### src/rtl/jesd204b_rx_cgs.sv
// JESD204B receive-lane code group synchronization controller.
// Drives SYNC~ from decoded /K/ runs and the character error rate.
module jesd204b_rx_cgs #(
    parameter int K_COUNT      = 4,
    parameter int SYNC_LOW_MIN = 5,
    parameter int ERR_LIMIT    = 3,
    parameter int ERR_W        = 2
) (
    input  logic             clk,
    input  logic             reset,
    input  logic             en,
    input  logic             resync,
    input  logic             in_valid,
    input  logic [7:0]       in_data,
    input  logic             k_in,
    input  logic             disp_err,
    input  logic             code_err,
    output logic             sync_n,
    output logic             cgs_done,
    output logic             state,
    output logic [ERR_W-1:0] err_cnt
);

    localparam int KW = (K_COUNT > 1) ? $clog2(K_COUNT) : 1;
    localparam int LW = (SYNC_LOW_MIN > 1) ? $clog2(SYNC_LOW_MIN) : 1;

    localparam logic [KW-1:0]    K_MAX  = KW'(K_COUNT - 1);
    localparam logic [LW-1:0]    L_MAX  = LW'(SYNC_LOW_MIN - 1);
    localparam logic [ERR_W-1:0] E_TRIP = ERR_W'(ERR_LIMIT - 1);

    typedef enum logic {
        CS_INIT = 1'b0,
        CS_DATA = 1'b1
    } cgs_state_t;

    cgs_state_t       state_q, state_d;
    logic [KW-1:0]    k_q, k_d;
    logic [LW-1:0]    low_q, low_d;
    logic [1:0]       vld_q, vld_d;
    logic [ERR_W-1:0] err_q, err_d;
    logic             sync_n_q, done_q;

    logic is_k, bad;

    assign is_k = k_in && (in_data == 8'hBC) && !disp_err && !code_err;
    assign bad  = disp_err || code_err;

    always_comb begin
        state_d = state_q;
        k_d     = k_q;
        low_d   = low_q;
        vld_d   = vld_q;
        err_d   = err_q;
        if (!en || resync) begin
            state_d = CS_INIT;
            k_d     = '0;
            low_d   = '0;
            vld_d   = '0;
            err_d   = '0;
        end else begin
            unique case (state_q)
                CS_INIT: begin
                    // hold-low timer runs even without valid characters
                    if (low_q != L_MAX)
                        low_d = low_q + 1'b1;
                    if (in_valid) begin
                        if (is_k) begin
                            if (k_q >= K_MAX && low_q >= L_MAX) begin
                                state_d = CS_DATA;
                                k_d     = '0;
                                low_d   = '0;
                                vld_d   = '0;
                                err_d   = '0;
                            end else if (k_q != K_MAX) begin
                                k_d = k_q + 1'b1;
                            end
                        end else begin
                            k_d = '0;
                        end
                    end
                end
                CS_DATA: begin
                    if (in_valid) begin
                        if (bad) begin
                            vld_d = '0;
                            if (err_q == E_TRIP) begin
                                state_d = CS_INIT;
                                err_d   = '0;
                                low_d   = '0;
                                k_d     = '0;
                            end else begin
                                err_d = err_q + 1'b1;
                            end
                        end else if (vld_q == 2'd3) begin
                            // four clean characters in a row forgive one error
                            vld_d = '0;
                            if (err_q != '0)
                                err_d = err_q - 1'b1;
                        end else begin
                            vld_d = vld_q + 1'b1;
                        end
                    end
                end
                default: state_d = CS_INIT;
            endcase
        end
    end

    always_ff @(posedge clk) begin
        if (reset) begin
            state_q  <= CS_INIT;
            k_q      <= '0;
            low_q    <= '0;
            vld_q    <= '0;
            err_q    <= '0;
            sync_n_q <= 1'b0;
            done_q   <= 1'b0;
        end else begin
            state_q  <= state_d;
            k_q      <= k_d;
            low_q    <= low_d;
            vld_q    <= vld_d;
            err_q    <= err_d;
            sync_n_q <= (state_d == CS_DATA);
            done_q   <= (state_d == CS_DATA);
        end
    end

    assign state    = state_q;
    assign sync_n   = sync_n_q;
    assign cgs_done = done_q;
    assign err_cnt  = err_q;

endmodule

### config.mk
export PLATFORM = sky130hd
export DESIGN_NAME = jesd204b_rx_cgs
export DESIGN_NICKNAME = d
export VERILOG_FILES = /design/src/rtl/jesd204b_rx_cgs.sv
export SDC_FILE = /design/constraint.sdc
export NUM_CORES = 1
export LEC_CHECK = 0
export ABC_AREA = 1
export ABC_CLOCK_PERIOD_IN_PS = 1700
export BUFFER_PORTS_ARGS = -buffer_cell sky130_fd_sc_hd__buf_4
export CAP_MARGIN = 10
export CORE_MARGIN = 5
export CORE_UTILIZATION = 45
export DETAILED_ROUTE_END_ITERATION = 10
export PLACE_DENSITY = 0.76
export SLEW_MARGIN = 30
export SYNTH_ARGS = -nofsm -noshare
export SYNTH_HDL_FRONTEND = slang
export SYNTH_SLANG_ARGS = --single-unit
export TNS_END_PERCENT = 10
### constraint.sdc
create_clock -name clk -period 1.7 [get_ports clk]
set_input_delay 0.17 -clock clk [delete_from_list [all_inputs] [get_ports clk]]
set_output_delay 0.17 -clock clk [all_outputs]
set_load 0.05 [all_outputs]
==> impl_metrics.yaml, run 1 <==
detailed_routing:
  dr.first_iter.drc_count: 10
  detail-route-antenna-nets: 0
  vias_per_cell: 4.85
  routed-via-count: 776
  drc: 0
  first_pass_iters: 4
  wl_per_cell_um: 10.5
  wirelength_um: 1680
sta:
  period_minus_slack_ps: 1350
  setup_viol: 0
  fin_crit_sh: 0.794
  finalHoldViolations: 0
  rsz0062_at_grt: "false"
  whs_ps: 183
  tightestPinTransition_ps: 328
  slew_viol_final: 0
  relSlewSlack: 0.781
  max_freq_mhz: 741
  fin_tns_setup_ps: 0
  fin_skew_ps: 7.30
setup_path:
  reg2reg_to: "vld_q[0]"
  arrival_ps: 1510
  critPathBufInv: 1
  critPathMaxStageDelay_ps: 360
  path_delay_family: "simple AND/OR/NAND/NOR gates"
  required_ps: 1860
  reg2regPathDepth: 8
  start_kind: "flip-flop"
  setup.worst_path.end_class: "flip-flop"
  cp_common_cell: "nor2_1"
  crit_chain: "ha_1 -> nand2_2 -> nor2_4 -> nand4_4 -> nand2_4 -> inv_2 -> nor2_1 -> nor2_1"
  crit_slowest_cell: "dfxtp_1"
  timing.rr.start: "k_q[0]"
  crit_type: "flip-flop to flip-flop"
  rrSetupSlack_ps: 350
  path_max_fanout: 7
min_path:
  holdPathStages: 4
  min_from: "resync"
  holdCritPathClass: "primary input to flip-flop"
  worstHoldEndpoint: "err_cnt[1]"
yosys:
  yosys-top-cells-count: "nand2_1 (19), inv_1 (15), a21oi_1 (11), nor2_1 (11)"
  synth.most_common_cell: "nand2_1"
  netlist_area_um2: 792
  syn-num-nets: 136
  synthDistinctLibCells: 22
  synth-seq-cells: 10
  synthCells: 113
  synth_top_family_by_area: "simple AND/OR/NAND/NOR gates"
  async_reset_ff_frac: 0
  synth-simple-area-share: 0.411
  yosysWarnings: 0
  yosysTopAreaCellShare: 0.253
  synth_fa_ha_area_frac: 0.111
  synth_compound_area_frac: 0.0948
  synth_seq_area_share: 0.253
  synth_edf_count: 0
  yosys.area.top_type: "dfxtp_1"
  synth-xor-area-share: 0.0221
  ys.flop_type: "dfxtp_1"
  synthTopCellsByArea: "dfxtp_1 (25%), ha_1 (11%), nand2_1 (9.0%)"
  syn_area_per_cell_um2: 7.01
  synth_mux_area_frac: 0
die:
  fp.dieH_um: 52.0
  start_util: 0.464
  placementRows: 15
  chipWidth_um: 52.0
  die_area_um2: 2700
  pin_count: 21
  core_area_um2: 1710
pwr:
  power_leakage_nw: 0.476
  powerDensity_nw_per_um2: 517
  p_total_w: 0.000514
  ir_drop_v: 0.000341
job:
  cap_violations: 0
clocking:
  post_cts_buffers: 0
  cts_made_buffers: 3
  hold_buffers: 0
  clockBufferDepth: 2
  ctsHtreeMaxLevel: 1
  cts_tree: "yes"
  clock-root-buffer: "clkbuf_4"
  postCtsResizedCells: 0
  insertion_delay_ps: 260
  cts_sinks: 10
  cts.clk_slew.worst_paths_ps: 70
global_routing:
  grt_max_degree: 10
  grt_pass1_vias: 727
  grt_pass1_wl_um: 2930
  track_usage: 0.143
  grt-ovfl-total: 0
  antenna_found_initial: 0
final_layout:
  multi_input_area_um2: 505
  drive_gt1_frac: 0.311
  fillers: 148
  num_antenna_cells: 0
  regArea_um2: 200
  finalNetCount: 159
  area_growth_pct: 25.6
  stdcell_count: 160
outcome:
  status: "completed"
place:
  dp_cells: 156
  portBuffers: 20
  place.gp.congestion: 0.782
  hpwl_um: 1440
==> routing by layer <==
layer	up-vias	track usage	wire length, um
met5	-	0	0
met4	0	0.0699	13
met3	2	0.0201	112
met2	29	0.255	815
met1	340	0.165	737
li1	405	-	-
==> cell type report <==
type / instances / area share
well taps: 25 / 0.0314
repair buffers: 20 / 0.151
clock buffers: 4 / 0.0365
flip-flops and latches: 10 / 0.201
multi-input cells: 82 / 0.508
inverters: 19 / 0.0717
==> flip-flops by register name, summed over array words and instances, names as in the netlist <==
name / cells
cgs_done: 1
err_cnt: 2
k_q: 2
low_q: 3
vld_q: 2
==> worst min-delay path, stage by stage <==
cell and delay, ps:
buf_4 90, nor3_4 50, nand2_1 60, nor2_1 30
==> power breakdown <==
| part | switching, W | leakage, nW | internal (W) |
|---|---|---|---|
| combinational | 0.0000342 | 0.375 | 0.0000354 |
| sequential | 0.00000194 | 0.0808 | 0.000236 |
| clock | 0.0000765 | 0.0210 | 0.000130 |
| total | 0.000113 | 0.476 | 0.000401 |
==> worst max path at each step <==
stage / start / to / depth (start not counted)
2_1_floorplan: err_cnt[0] / k_q[0] / 8
3_3_place_gp: k_q[0] / err_cnt[1] / 8
3_5_place_dp: k_q[0] / vld_q[0] / 8
4_1_cts: k_q[0] / vld_q[0] / 8
5_1_grt: err_cnt[0] / err_cnt[1] / 7
6_report: k_q[0] / vld_q[0] / 8
==> stage by stage <==
step | instance area (um2) | setup slack (ps) | utilization
final | 995 | 350 | 0.582
after global placement | 958 | 376 | 0.561
after detailed placement | 958 | 349 | 0.561
after global routing | 995 | 229 | 0.582
after CTS | 995 | 344 | 0.582
after floorplan | 792 | 115 | -
==> cells by family (layout without fill, tap and decap cells) <==
kind of cell	count (synthesis)	count (layout)
buffers and inverters	21	43
adder cells (fa/ha/maj)	7	7
AND/OR/NAND/NOR	58	58
flip-flops	10	10
AO/OA/AOI/OAI	15	15
XOR/XNOR	2	2
==> cells in the final DEF, fill, tap and decap left out, drive strengths merged <==
cell    netlist  layout
xnor2         1       1
a21oi        11      11
nand4         5       5
nand2        23      23
nor2         18      18
dfxtp        10      10
clkbuf        0       4
ha            7       7
nor3          2       2
o21ai         4       4
inv          19      19
nand3        10      10
xor2          1       1
buf           2      20
Note: power is estimated with default switching activity, not from simulation.
==> run 2: changes to the inputs <==
--- a/config.mk
+++ b/config.mk
@@ -5,14 +5,14 @@
 export SDC_FILE = /design/constraint.sdc
 export NUM_CORES = 1
 export LEC_CHECK = 0
-export ABC_AREA = 1
-export ABC_CLOCK_PERIOD_IN_PS = 1700
+export ABC_AREA = 0
+export ABC_CLOCK_PERIOD_IN_PS = 1300
 export BUFFER_PORTS_ARGS = -buffer_cell sky130_fd_sc_hd__buf_4
 export CAP_MARGIN = 10
 export CORE_MARGIN = 5
 export CORE_UTILIZATION = 45
 export DETAILED_ROUTE_END_ITERATION = 10
-export PLACE_DENSITY = 0.76
+export PLACE_DENSITY = 0.77
 export SLEW_MARGIN = 30
 export SYNTH_ARGS = -nofsm -noshare
 export SYNTH_HDL_FRONTEND = slang
==> constraint.sdc (replaced) <==
create_clock -name clk -period 1.3 [get_ports clk]
set_input_delay 0.13 -clock clk [delete_from_list [all_inputs] [get_ports clk]]
set_output_delay 0.13 -clock clk [all_outputs]
set_load 0.05 [all_outputs]
==> run 2 against run 1 <==
Compared with the run above: the run now ends with negative setup slack left; critical path type unchanged; critical path depth fell by 2; flip-flop and latch count did not move; die area fell by 9.6%; sequential share of layout area fell by 0.38 points; via count fell by 2.7%; largest power group unchanged; maximum frequency fell by 10%; global-route usage rose by 1.2 points.
==> impl_metrics.yaml, run 2 <==
outcome:
  status: "finished with violations"
  violations: "negative setup slack"
clocking:
  cts_made_buffers: 3
  cts_sinks: 10
  hold_buffers: 0
  clockBufferDepth: 2
  ctsHtreeMaxLevel: 1
  cts_tree: "yes"
  cts.clk_slew.worst_paths_ps: 70
  clock-root-buffer: "clkbuf_4"
  insertion_delay_ps: 280
detailed_routing:
  detail-route-antenna-nets: 0
  vias_per_cell: 5.55
  drc: 0
  dr.first_iter.drc_count: 9
  first_pass_iters: 4
  routed-via-count: 755
  wl_per_cell_um: 13.6
  wirelength_um: 1840
place:
  place.gp.congestion: 0.877
  placed_area_um2: 996
  dp_cells: 131
  hpwl_um: 1450
  portBuffers: 20
yosys:
  synth_compound_area_frac: 0.260
  synth_top_family_by_area: "compound AO/OA/AOI/OAI gates"
  synthCells: 84
  synth.most_common_cell: "dfxtp_1"
  synth-simple-area-share: 0.238
  synthTopCellsByArea: "dfxtp_1 (29%), ha_1 (13%), a21oi_1 (5.7%)"
  yosysWarnings: 0
  synth-xor-area-share: 0
  synth-seq-cells: 10
  synth_fa_ha_area_frac: 0.125
  yosys-top-cells-count: "dfxtp_1 (10), a21oi_1 (8), ha_1 (7), inv_1 (7), o21ai_0 (7)"
  synthDistinctLibCells: 31
  netlist_area_um2: 698
  synth_edf_count: 0
  yosys.area.top_type: "dfxtp_1"
  yosysTopAreaCellShare: 0.287
  synth_seq_area_share: 0.287
  syn-num-nets: 107
  syn_area_per_cell_um2: 8.31
  ys.flop_type: "dfxtp_1"
  synth_mux_area_frac: 0.0143
  async_reset_ff_frac: 0
setup_path:
  required_ps: 1520
  rrSetupSlack_ps: -200
  setup.worst_path.end_class: "flip-flop"
  path_max_fanout: 2
  crit_type: "flip-flop to flip-flop"
  start_kind: "flip-flop"
  arrival_ps: 1720
final_layout:
  fin_area_um2: 1070
  mostFrequentLayoutCells: "buf_4 (37), nand2_1 (6), inv_1 (5), a21oi_1 (5), dfxtp_1 (5)"
  stdcell_count: 136
  largest_register_ffs: 3
  finalNetCount: 144
  regMostFlops: "low_q"
  fin_util: 0.719
  layout_commonest_cell: "buf_4"
  drive_gt1_frac: 0.483
  area_growth_pct: 53.4
  fillers: 123
  num_antenna_cells: 0
global_routing:
  grt_pass1_wl_um: 3040
  track_usage: 0.156
  grt_pass1_vias: 744
  grt_max_degree: 10
  grt.met1_usage: 0.164
  grt-ovfl-total: 0
  busiest_layer: "met2"
  met2_usage: 0.285
  met3_usage: 0.0245
  antenna_found_initial: 0
sta:
  relSlewSlack: 0.775
  max_freq_mhz: 666
  fin_crit_sh: 1.16
  rsz0062_at_grt: "true"
  tightestPinTransition_ps: 335
  setup_slack_ps: -202
  finalHoldViolations: 0
  slew_viol_final: 0
  whs_ps: 247
  setup_viol: 5
  period_minus_slack_ps: 1500
  fin_skew_ps: 0.488
min_path:
  holdCritPathClass: "primary input to flip-flop"
die:
  core_area_um2: 1490
  pin_count: 21
  chipWidth_um: 49.4
  placementRows: 14
  fp.dieH_um: 49.4
  die_area_um2: 2440
  start_util: 0.469
pwr:
  powerDensity_nw_per_um2: 578
  ir_drop_v: 0.000659
  power_leakage_nw: 0.421
job:
  cap_violations: 0
[run 2: final cells by class]
class | instances | area, um2 | area share
clock inverters | 1 | 3.75 | 0.00350
well taps | 16 | 20.0 | 0.0187
flip-flops and latches | 10 | 211 | 0.197
multi-input cells | 62 | 504 | 0.471
inverters | 7 | 31.3 | 0.0292
repair buffers | 37 | 278 | 0.259
clock buffers | 3 | 22.5 | 0.0210
[run 2: where the power goes]
group	switching (W)	internal, W	leakage [nW]
Sequential	0.00000173	0.000304	0.0838
Combinational	0.0000332	0.0000500	0.322
Clock	0.000119	0.000111	0.0154
[run 2: cells by family after synthesis]
group,after synthesis
multiplexers,1
flip-flops,10
adder cells (fa/ha/maj),7
buffers and inverters,12
AND/OR/NAND/NOR,27
AO/OA/AOI/OAI,27
[run 2: worst paths after layout]
| check | from | endpoint | depth (start not counted) |
|---|---|---|---|
| setup / recovery | err_cnt[0] | err_cnt[0] | 6 |
| hold / removal | in_valid | low_q[0] | 4 |
| setup reg to reg | err_cnt[0] | err_cnt[0] | 6 |
| hold reg to reg | k_q[1] | k_q[1] | 2 |
[run 2: what timing repair did]
action	CTS	global route
buffers inserted	1	0
gates resized for setup	9	2
setup endpoints to repair	10	10
pin swaps	9	0
[run 2: critical path: stages, from the launching register on]
cell and delay (ps):
dfxtp_4 360, inv_4 40, ha_4 150, or4b_4 470, a21oi_2 140, o21ai_1 70, o21ba_2 220
[run 2: metal layers]
metal / vias to the layer above / share of wire
li1: 388 / -
met1: 346 / 0.41
met2: 17 / 0.53
met3: 4 / 0.037
met4: 0 / 0.018
met5: - / 0
[run 2: metrics by stage]
stage / power, W / setup TNS [ps] / worst slack (ps)
2_1_floorplan: 0.000338 / -1190 / -321
3_5_place_dp: 0.000393 / -2560 / -328
3_3_place_gp: 0.000390 / -2500 / -296
4_1_cts: 0.000621 / -529 / -213
5_1_grt: 0.000645 / -1030 / -261
6_report: 0.000619 / -414 / -202
